### src/rtl/wb_bar_graph_pkg.sv
// Shared constants for the LED bar graph Wishbone slave: register indices,
// pattern modes and the CTRL register layout.
package wb_bar_graph_pkg;

  localparam logic [1:0] REG_CTRL     = 2'd0;
  localparam logic [1:0] REG_DATA     = 2'd1;
  localparam logic [1:0] REG_PRESCALE = 2'd2;
  localparam logic [1:0] REG_BRIGHT   = 2'd3;

  typedef enum logic [1:0] {
    MODE_DIRECT = 2'd0,
    MODE_LEVEL  = 2'd1,
    MODE_SCROLL = 2'd2,
    MODE_RSVD   = 2'd3
  } mode_e;

  localparam int CTRL_EN_BIT   = 0;
  localparam int CTRL_MODE_LSB = 1;
  localparam int CTRL_MODE_MSB = 2;
  localparam int CTRL_WIDTH    = 3;

  // Packed so that en lands on bit 0 and mode on bits [2:1].
  typedef struct packed {
    mode_e mode;
    logic  en;
  } ctrl_t;

  localparam int         PWM_PERIOD   = 15;
  localparam logic [3:0] BRIGHT_RESET = 4'hF;

endpackage

### src/rtl/bar_graph_ticker.sv
// Prescaler: counts 0..period_i and pulses tick_o on the terminal count,
// giving one tick every period_i+1 clocks while enabled.
module bar_graph_ticker #(
  parameter int WIDTH = 16
) (
  input  logic             clk,
  input  logic             reset,
  input  logic             clear_i,
  input  logic             enable_i,
  input  logic [WIDTH-1:0] period_i,
  output logic             tick_o
);

  logic [WIDTH-1:0] cnt_q, cnt_d;
  logic             at_end;

  // >= rather than == keeps the counter bounded if the period shrinks under it.
  assign at_end = (cnt_q >= period_i);
  assign tick_o = enable_i & ~clear_i & at_end;

  always_comb begin
    cnt_d = cnt_q;
    if (clear_i || !enable_i) begin
      cnt_d = '0;
    end else if (at_end) begin
      cnt_d = '0;
    end else begin
      cnt_d = cnt_q + WIDTH'(1);
    end
  end

  always_ff @(posedge clk) begin
    if (reset) begin
      cnt_q <= '0;
    end else begin
      cnt_q <= cnt_d;
    end
  end

endmodule

### src/rtl/wb_bar_graph.sv
// Wishbone slave driving an LED bar graph in direct, level-meter or scroll mode.
// Optional macro BAR_GRAPH_PWM_EN adds a BRIGHT register and 15-step PWM dimming.
module wb_bar_graph
  import wb_bar_graph_pkg::*;
#(
  parameter int ADDR_WIDTH = 16,
  parameter int DATA_WIDTH = 16,
  parameter int LED_COUNT  = 8
) (
  input  logic                  clk,
  input  logic                  reset,
  input  logic [ADDR_WIDTH-1:0] wbs_address,
  input  logic [DATA_WIDTH-1:0] wbs_writedata,
  output logic [DATA_WIDTH-1:0] wbs_readdata,
  input  logic                  wbs_write,
  input  logic                  wbs_cycle,
  input  logic                  wbs_strobe,
  output logic                  wbs_ack,
  output logic [LED_COUNT-1:0]  led
);

  logic                  ack_q;
  logic [DATA_WIDTH-1:0] rdata_q, rd_mux;
  ctrl_t                 ctrl_q;
  logic [DATA_WIDTH-1:0] data_q, prescale_q;
  logic [LED_COUNT-1:0]  pattern_q, pattern_d;
  logic [LED_COUNT-1:0]  led_q, led_d;
  logic [LED_COUNT-1:0]  level_mask, base_pat;
  logic                  scroll_q;

  logic       req, wr, rd;
  logic [1:0] adr;
  logic       wr_ctrl, wr_data, wr_prescale;
  logic       scroll_act, scroll_entry, tick_clr, tick;
  logic       unused_addr;

  assign adr         = wbs_address[1:0];
  assign unused_addr = ^wbs_address[ADDR_WIDTH-1:2];

  // The ack itself blocks a new request, so a held strobe is served every other cycle.
  assign req = wbs_cycle & wbs_strobe & ~ack_q;
  assign wr  = req & wbs_write;
  assign rd  = req & ~wbs_write;

  assign wr_ctrl     = wr && (adr == REG_CTRL);
  assign wr_data     = wr && (adr == REG_DATA);
  assign wr_prescale = wr && (adr == REG_PRESCALE);

  assign scroll_act   = ctrl_q.en && (ctrl_q.mode == MODE_SCROLL);
  assign scroll_entry = scroll_act && !scroll_q;
  assign tick_clr     = wr_prescale | wr_data | scroll_entry;

  bar_graph_ticker #(
    .WIDTH (DATA_WIDTH)
  ) u_ticker (
    .clk      (clk),
    .reset    (reset),
    .clear_i  (tick_clr),
    .enable_i (scroll_act),
    .period_i (prescale_q),
    .tick_o   (tick)
  );

  always_comb begin
    pattern_d = pattern_q;
    if (wr_data) begin
      pattern_d = wbs_writedata[LED_COUNT-1:0];
    end else if (scroll_entry) begin
      pattern_d = data_q[LED_COUNT-1:0];
    end else if (tick) begin
      pattern_d = {pattern_q[LED_COUNT-2:0], pattern_q[LED_COUNT-1]};
    end
  end

  // Full-width compare: large DATA values saturate instead of wrapping.
  always_comb begin
    level_mask = '0;
    for (int i = 0; i < LED_COUNT; i++) begin
      level_mask[i] = (data_q > DATA_WIDTH'(i));
    end
  end

  always_comb begin
    base_pat = '0;
    if (ctrl_q.en) begin
      case (ctrl_q.mode)
        MODE_DIRECT: base_pat = data_q[LED_COUNT-1:0];
        MODE_LEVEL:  base_pat = level_mask;
        MODE_SCROLL: base_pat = pattern_q;
        default:     base_pat = '0;
      endcase
    end
  end

`ifdef BAR_GRAPH_PWM_EN
  logic [3:0] bright_q;
  logic [3:0] pwm_cnt_q, pwm_cnt_d;
  logic       wr_bright;

  assign wr_bright = wr && (adr == REG_BRIGHT);
  assign pwm_cnt_d = (pwm_cnt_q == 4'(PWM_PERIOD - 1)) ? 4'd0 : pwm_cnt_q + 4'd1;
  assign led_d     = (pwm_cnt_q < bright_q) ? base_pat : '0;

  always_ff @(posedge clk) begin
    if (reset) begin
      bright_q  <= BRIGHT_RESET;
      pwm_cnt_q <= '0;
    end else begin
      pwm_cnt_q <= pwm_cnt_d;
      if (wr_bright) begin
        bright_q <= wbs_writedata[3:0];
      end
    end
  end
`else
  assign led_d = base_pat;
`endif

  always_comb begin
    rd_mux = '0;
    case (adr)
      REG_CTRL:     rd_mux[CTRL_WIDTH-1:0] = ctrl_q;
      REG_DATA:     rd_mux = data_q;
      REG_PRESCALE: rd_mux = prescale_q;
      default: begin
`ifdef BAR_GRAPH_PWM_EN
        rd_mux[3:0] = bright_q;
`else
        rd_mux[LED_COUNT-1:0] = led_q;
`endif
      end
    endcase
  end

  always_ff @(posedge clk) begin
    if (reset) begin
      ack_q      <= 1'b0;
      rdata_q    <= '0;
      ctrl_q     <= '0;
      data_q     <= '0;
      prescale_q <= '0;
      pattern_q  <= '0;
      led_q      <= '0;
      scroll_q   <= 1'b0;
    end else begin
      ack_q     <= req;
      pattern_q <= pattern_d;
      led_q     <= led_d;
      scroll_q  <= scroll_act;
      if (rd) begin
        rdata_q <= rd_mux;
      end
      if (wr_ctrl) begin
        ctrl_q <= ctrl_t'(wbs_writedata[CTRL_WIDTH-1:0]);
      end
      if (wr_data) begin
        data_q <= wbs_writedata;
      end
      if (wr_prescale) begin
        prescale_q <= wbs_writedata;
      end
    end
  end

  assign wbs_ack      = ack_q;
  assign wbs_readdata = rdata_q;
  assign led          = led_q;

endmodule

### config.mk
export PLATFORM = sky130hd
export DESIGN_NAME = wb_bar_graph
export DESIGN_NICKNAME = d
export VERILOG_FILES = /design/src/rtl/wb_bar_graph_pkg.sv /design/src/rtl/bar_graph_ticker.sv /design/src/rtl/wb_bar_graph.sv
export SDC_FILE = /design/constraint.sdc
export NUM_CORES = 1
export LEC_CHECK = 0
export CORE_AREA = 2 2 103 80
export CTS_BUF_LIST = sky130_fd_sc_hd__clkbuf_8
export DETAILED_ROUTE_END_ITERATION = 6
export DIE_AREA = 0 0 105 82
export HOLD_SLACK_MARGIN = 0.08
export PLACE_DENSITY = 0.85
export SLEW_MARGIN = 40
export SYNTH_ARGS = -nofsm -noshare
export SYNTH_HDL_FRONTEND = slang
export SYNTH_SLANG_ARGS = --single-unit
### constraint.sdc
create_clock -name clk -period 2.6 [get_ports clk]
set_clock_uncertainty 0.15 [all_clocks]
set_input_delay 0.26 -clock clk [delete_from_list [all_inputs] [get_ports clk]]
set_output_delay 0.26 -clock clk [all_outputs]
set_load 0.02 [all_outputs]
* After elaboration in Yosys (flattened, before gate mapping)
Index checks and enable logic that the tools add are counted.
Word-level totals: flip-flop bits (word level) 85, bits of input ports 37, logic and storage cells 56
Operators by class: add/subtract/negate cells 1, order comparisons 9, eq/ne operators 4, multiplexer cells 7, bitwise operators 12, reduce and logical (&&, ||, !) cells 13
Operators by type and width (number):
- 16-bit by 3-bit > comparator with 1-bit output (second input constant) | 4
- 16-bit by 1-bit > comparator with 1-bit output (second input constant) | 2
- 16-bit by 2-bit > comparator with 1-bit output (second input constant) | 2
- 8-bit 2-to-1 mux | 3
- 8-bit one-hot mux with 3 select lines | 1
- 16-bit by 1-bit adder with 16-bit output (second input constant) | 1
- 16-bit greater-or-equal comparator | 1
- 8-bit one-hot mux with 2 select lines | 1
- 5-bit one-hot mux with 3 select lines | 1
- 3-bit one-hot mux with 3 select lines | 1
- 1-bit bitwise AND | 6
- 1-bit logical AND | 5
- 2-bit by 1-bit == test with 1-bit output (second input constant) | 2
- 2-bit == test (second input constant) | 2
- 2-bit zero test | 2
- 1-bit NOT | 4
- 3-bit nonzero test | 1
- 3-bit OR reduction | 1
- 1-bit zero test | 2
- 1-bit OR | 2
- 2-bit OR reduction | 1
- 1-bit logical OR | 1

* Longest topological paths before layout
depth in word-level cells 12, mapped depth 9, mapped depth without buffers 7

* Cells and area by module
Synthesis repeated with hierarchy kept, for this count alone.
Second synthesis, totals: cells, all modules 501, area, all modules 4136.5 um2
Modules (own cells, without submodules):
- wb_bar_graph | instances 1, cells each 370, area an instance 3009.1 um2
- bar_graph_ticker | instances 1, cells each 131, area an instance 1127.3 um2

* Worst setup path before layout
Ideal clock, no wire load.
path type register -> register, from register u_ticker.cnt_q[0], to register pattern_q[0], library setup time 132 ps, arrival 1824 ps, required time 2318 ps, setup slack 494 ps, stages on the path, launching flop included 8, path buffers 0, cells stage by stage dfxtp_1 > inv_1 > ha_1 > nand2b_1 > a2111o_1 > a32oi_2 > a31o_2 > o22ai_1
Between the ends: cells in the longest elaborated chain, start to end 3
RTL lines:
- from (decl) | line bar_graph_ticker.sv:14 | logic [WIDTH-1:0] cnt_q, cnt_d;
- from (signal assigned) | line bar_graph_ticker.sv:36 | cnt_q <= cnt_d;
- 16-bit greater-or-equal comparator | line bar_graph_ticker.sv:18 | assign at_end = (cnt_q >= period_i);
- 1-bit bitwise AND | line bar_graph_ticker.sv:19 | assign tick_o = enable_i & ~clear_i & at_end;
- 3-bit nonzero test (no source line)
- to (signal assigned) | line wb_bar_graph.sv:147 | pattern_q <= pattern_d;
- to (decl) | line wb_bar_graph.sv:26 | logic [LED_COUNT-1:0] pattern_q, pattern_d;
No other way between the ends. A chain may end at the register's enable or synchronous reset.

* Final worst setup path
from register u_ticker.cnt_q[0], to register u_ticker.cnt_q[0]
Between the ends: cells in the longest elaborated chain, start to end 2, elaborated cells between the ends (all ways) 3, those cells by class add/sub: 1; order compare: 1; reduce/logical: 1
RTL lines (line):
- 16-bit greater-or-equal comparator | bar_graph_ticker.sv:18
- 3-bit OR reduction (no source line)
Several ways; a longest one is shown, not always the timed one.

==> results <==
- The family with the most delay on the worst path is compound AO/OA/AOI/OAI gates.
- Measured along the x axis, the die boundary spans approximately 110 um.
- In this run the core area contains 28 standard-cell rows.
- The sequential-to-total area share from yosys stat is 41.26%.
- Once detailed placement completed, the half-perimeter wirelength came to 8076 um.
- In the finished design, the share of the clock period the worst path needs comes to 92.46%.
- Setup repair after global routing left no endpoint under its margin.
- The area overhead of the layout relative to synthesis is 18.51%.
- After clock tree synthesis, the clock-pin slew on the worst setup and hold paths is 0.08 ns.
- During placement, the flow inserted port buffers numbering 47.
- The beginning of the worst register-to-register path is u_ticker.cnt_q[0].
- The number of hold buffers added after CTS was 0.
- For this run, global-route usage on met3 was measured as 6.032%.
- Routability-driven placement finished with a final weighted congestion of 0.9115.
- The launching instance or port of the critical path is u_ticker.cnt_q[0].
- In this run the clock root is driven by a sky130_fd_sc_hd__clkbuf_8.
- The data required time of the critical path is ~2.7 ns.
- After global routing, the most crowded layer is met2.
- Synthesis produced a netlist with a net count of 593.
- The starting DRC count in detailed routing is 416.
- The hold path startpoint is reset.
- The cell area after synthesis is roughly 4100 sq um.
- Across all hold checks on the routed design, the worst slack comes to 0.1425 ns.
- The synthesized netlist contains 45 unique library cells.
- Data arrives at the worst endpoint at roughly 2.5 ns.
- The post-detailed-route via-to-cell ratio is 5.795.
- Summed over all layers, the global routing overflow is 0.
- The worst-case headroom to the max-slew limit is 55.69%.
- The number of global-route vias before repair was 3760.
- After detailed routing, the number of remaining DRC violations is 0.
- The met1 track utilization from global routing is 34.91%.
- The fraction of registers with async set/reset is 0%.
- The first global-routing pass estimated 18110 um of wire.
- The largest driver fanout on the critical path is 16.
- The layout net count is 632.
- The detail route stage leaves a number of antenna-violating nets equal to 0.
- The maximum operating frequency is approximately 0.42 GHz.
- The clock insertion delay at the later pin of the skew report is 0.37 ns.
- The number of placed I/O pins is 62.
- For this block, the via count after detailed routing is just under 4000.
- The run finished with clean final reports.
- For this block, the routed nets add up to between 10000 and 15000 um of wire.
- After detailed routing, the average wire length per cell comes to 15.89 um.
- The H-tree level count is 3.
- The number of antenna violations at the first check in global routing came to 0.
- The flip-flop and latch count after synthesis is 85.
- Clock tree synthesis inserted a total of 9 buffers.
- Global routing consumed, over all layers together, 26.78% of the routing resources.
- The height of the die is 82 um.
- The total die area is 8610 sq um.
- The initial utilization of the core area, before any placement, comes to between 50% and 60%.
- The actual slew at the worst max-slew pin is 0.6637 ns.
- The number of max-slew violations in the final report is 0.
- In the synthesized netlist the dominant register cell turns out to be sky130_fd_sc_hd__dfxtp_1.
- Dividing total power by cell area gives a power density of 511.1 nW/um^2.
- In this run the static leakage power is 1.617 nW.
- STA classifies the critical path endpoint as a flop.
- The number of buffer and inverter instances along the worst setup path is 1.
- The count of cells resized by post-cts repair is 0.
- Traced cell by cell, the critical path runs through inv_1, ha_1, nand2b_1, a2111o_1, a32oi_2, nand3_2, nor2_1.
- The path class of the tightest hold or removal check is in -> reg.
- The clock net sink count is 85.
- Yosys printed 0 warnings.
- The number of setup buffers added after CTS is 0.
- Each instance of the synthesized netlist takes up on average 7.708 sq um.
- After layout, the minimum clock period comes to 2.404 ns.
- The number of antenna diodes in the final layout is 0.
- The TritonCTS clock tree is done.
- On the critical path, the stage with the largest delay is an instance of sky130_fd_sc_hd__dfxtp_1.
- The final sum of negative setup slack is 0 ns.
- The category of the worst setup path launch point is a flop.
- The maximum single-stage delay on the critical path is 0.43 ns.
- The max-cap violation count is 0.
- Setup violations remaining at the end of the flow were counted as 0.
- After filler insertion, the fill cell instance count of the layout stands at 674.
- The first detailed-routing pass took 5 iterations.
- The number of buffers on the longest clock path is 2.
- The number of failing hold endpoints at the final stage is 0.
- The number of flops mapped to enable cells by yosys is 0.
- Entering global routing, the biggest net connects 27 pins.
- The core area is 7637 sq um.
- The share of cells above drive strength 1 is under 10%.
- The cell count after synthesis came out at 535.
- The worst supply voltage drop on vdd is 0.3949 mV.
- The met2 track utilization from global routing is 44.22%.
- The setup path with the least slack is of type reg -> reg.
-- report_power, final --
group	switching (mW)	internal, mW	leakage [nW]
Clock	0.464	0.557	0.110
Combinational	0.0926	0.0655	0.823
Sequential	0.0104	1.31	0.685
Total	0.566	1.93	1.62
-- worst register-to-register path: cells and delay by family, from the launching register on --
kind / cells / cell delay (ns)
adder cells (fa/ha/maj): 1 / 0.26
AND/OR/NAND/NOR: 3 / 0.69
buffers and inverters: 1 / 0.07
AO/OA/AOI/OAI: 2 / 0.74
flip-flops: 1 / 0.43
-- flip-flops by register name (all words and copies together) (netlist names) --
name            flops
u_ticker.cnt_q     16
scroll_q            1
data_q             16
pattern_q           8
wbs_ack             1
led                 8
prescale_q         16
wbs_readdata       16
ctrl_q              3
-- worst paths after layout --
check / cells past startpoint / end / slack [ns]
max: 7 / u_ticker.cnt_q[0] / 0.20
min: 2 / prescale_q[11] / 0.14
max reg2reg: 7 / u_ticker.cnt_q[0] / 0.20
min reg2reg: 2 / wbs_readdata[14] / 0.31
-- routing by layer --
layer	vias to the layer above	share of wire [%]
li1	1905	-
met1	1827	44
met2	205	45
met3	21	9.9
met4	0	1.7
met5	-	0
-- per-stage QoR --
stage	power (mW)	setup WS [ns]	area, sq um	utilization [%]	instances
after CTS	2.508	0.2015	4887	63.99	683
after detailed placement	1.503	0.2020	4673	61.19	668
final	2.498	0.1961	4887	63.99	683
after global routing	2.571	0.02484	4887	63.99	683
after global placement	1.499	0.1971	4673	61.19	668
after floorplan	1.433	0.4942	4124	-	535
-- logic make-up (layout without fill, tap and decap cells) --
| group | after synthesis | count (layout) | share of synthesized area (%) |
|---|---|---|---|
| AOI/OAI and AO/OA | 132 | 132 | 19.87 |
| xor gates and xnor gates | 14 | 14 | 2.973 |
| adders and majority gates | 21 | 21 | 6.371 |
| buffers and inverters | 64 | 107 | 6.341 |
| DFF | 85 | 85 | 41.26 |
| muxes | 3 | 3 | 0.7282 |
| and+or+nand+nor | 216 | 216 | 22.45 |
-- cell type report --
cell class	instances	area (sq um)	area share, %
repair buffers	59	555.5	11.37
well taps	105	131.4	2.688
clock inverters	5	76.32	1.562
inverters	33	123.9	2.535
flip-flops and latches	85	1702	34.82
clock buffers	10	137.6	2.816
multi-input cells	386	2161	44.21
-- synthesized netlist by cell type, types with 2 or more instances --
master | instances | area (sq um)
sky130_fd_sc_hd__dfxtp_1 | 85 | 1702
sky130_fd_sc_hd__mux2i_1 | 3 | 30.03
sky130_fd_sc_hd__a211oi_1 | 2 | 15.01
sky130_fd_sc_hd__a222oi_1 | 3 | 30.03
sky130_fd_sc_hd__nand4_1 | 4 | 25.02
sky130_fd_sc_hd__inv_1 | 32 | 120.1
sky130_fd_sc_hd__a21oi_1 | 63 | 315.3
sky130_fd_sc_hd__and3_1 | 2 | 12.51
sky130_fd_sc_hd__a22oi_1 | 5 | 37.54
sky130_fd_sc_hd__or2_2 | 2 | 12.51
sky130_fd_sc_hd__nand3b_1 | 2 | 15.01
sky130_fd_sc_hd__clkbuf_1 | 23 | 86.33
sky130_fd_sc_hd__nor2_1 | 39 | 146.4
sky130_fd_sc_hd__ha_1 | 21 | 262.8
sky130_fd_sc_hd__xor2_1 | 3 | 26.28
sky130_fd_sc_hd__nor3_1 | 8 | 40.04
sky130_fd_sc_hd__nand2_1 | 120 | 450.4
sky130_fd_sc_hd__o21a_1 | 3 | 22.52
sky130_fd_sc_hd__buf_6 | 2 | 22.52
sky130_fd_sc_hd__a22o_1 | 8 | 70.07
sky130_fd_sc_hd__o22ai_1 | 16 | 100.1
sky130_fd_sc_hd__nand3_1 | 29 | 145.1
sky130_fd_sc_hd__o21ai_0 | 13 | 65.06
sky130_fd_sc_hd__nor4_1 | 3 | 18.77
sky130_fd_sc_hd__xnor2_1 | 11 | 96.34
sky130_fd_sc_hd__a21boi_0 | 8 | 60.06
sky130_fd_sc_hd__buf_2 | 5 | 25.02
sky130_fd_sc_hd__a31oi_1 | 2 | 12.51
sky130_fd_sc_hd__a31o_2 | 2 | 17.52
-- cells in the final DEF (no fill, tap or decap), types with 3 or more instances in the layout --
master,n
sky130_fd_sc_hd__clkbuf_8,10
sky130_fd_sc_hd__ha_1,21
sky130_fd_sc_hd__o22ai_1,16
sky130_fd_sc_hd__nand2_1,120
sky130_fd_sc_hd__a22oi_1,5
sky130_fd_sc_hd__inv_1,33
sky130_fd_sc_hd__xnor2_1,11
sky130_fd_sc_hd__o21a_1,3
sky130_fd_sc_hd__a222oi_1,3
sky130_fd_sc_hd__nor3_1,8
sky130_fd_sc_hd__dfxtp_1,85
sky130_fd_sc_hd__mux2i_1,3
sky130_fd_sc_hd__xor2_1,3
sky130_fd_sc_hd__nand3_1,29
sky130_fd_sc_hd__nor4_1,3
sky130_fd_sc_hd__nand4_1,4
sky130_fd_sc_hd__buf_4,12
sky130_fd_sc_hd__clkdlybuf4s50_1,46
sky130_fd_sc_hd__o21ai_0,13
sky130_fd_sc_hd__a22o_1,8
sky130_fd_sc_hd__a21oi_1,63
sky130_fd_sc_hd__a21boi_0,8
sky130_fd_sc_hd__nor2_1,39
Note: power is estimated with default switching activity, not from simulation.
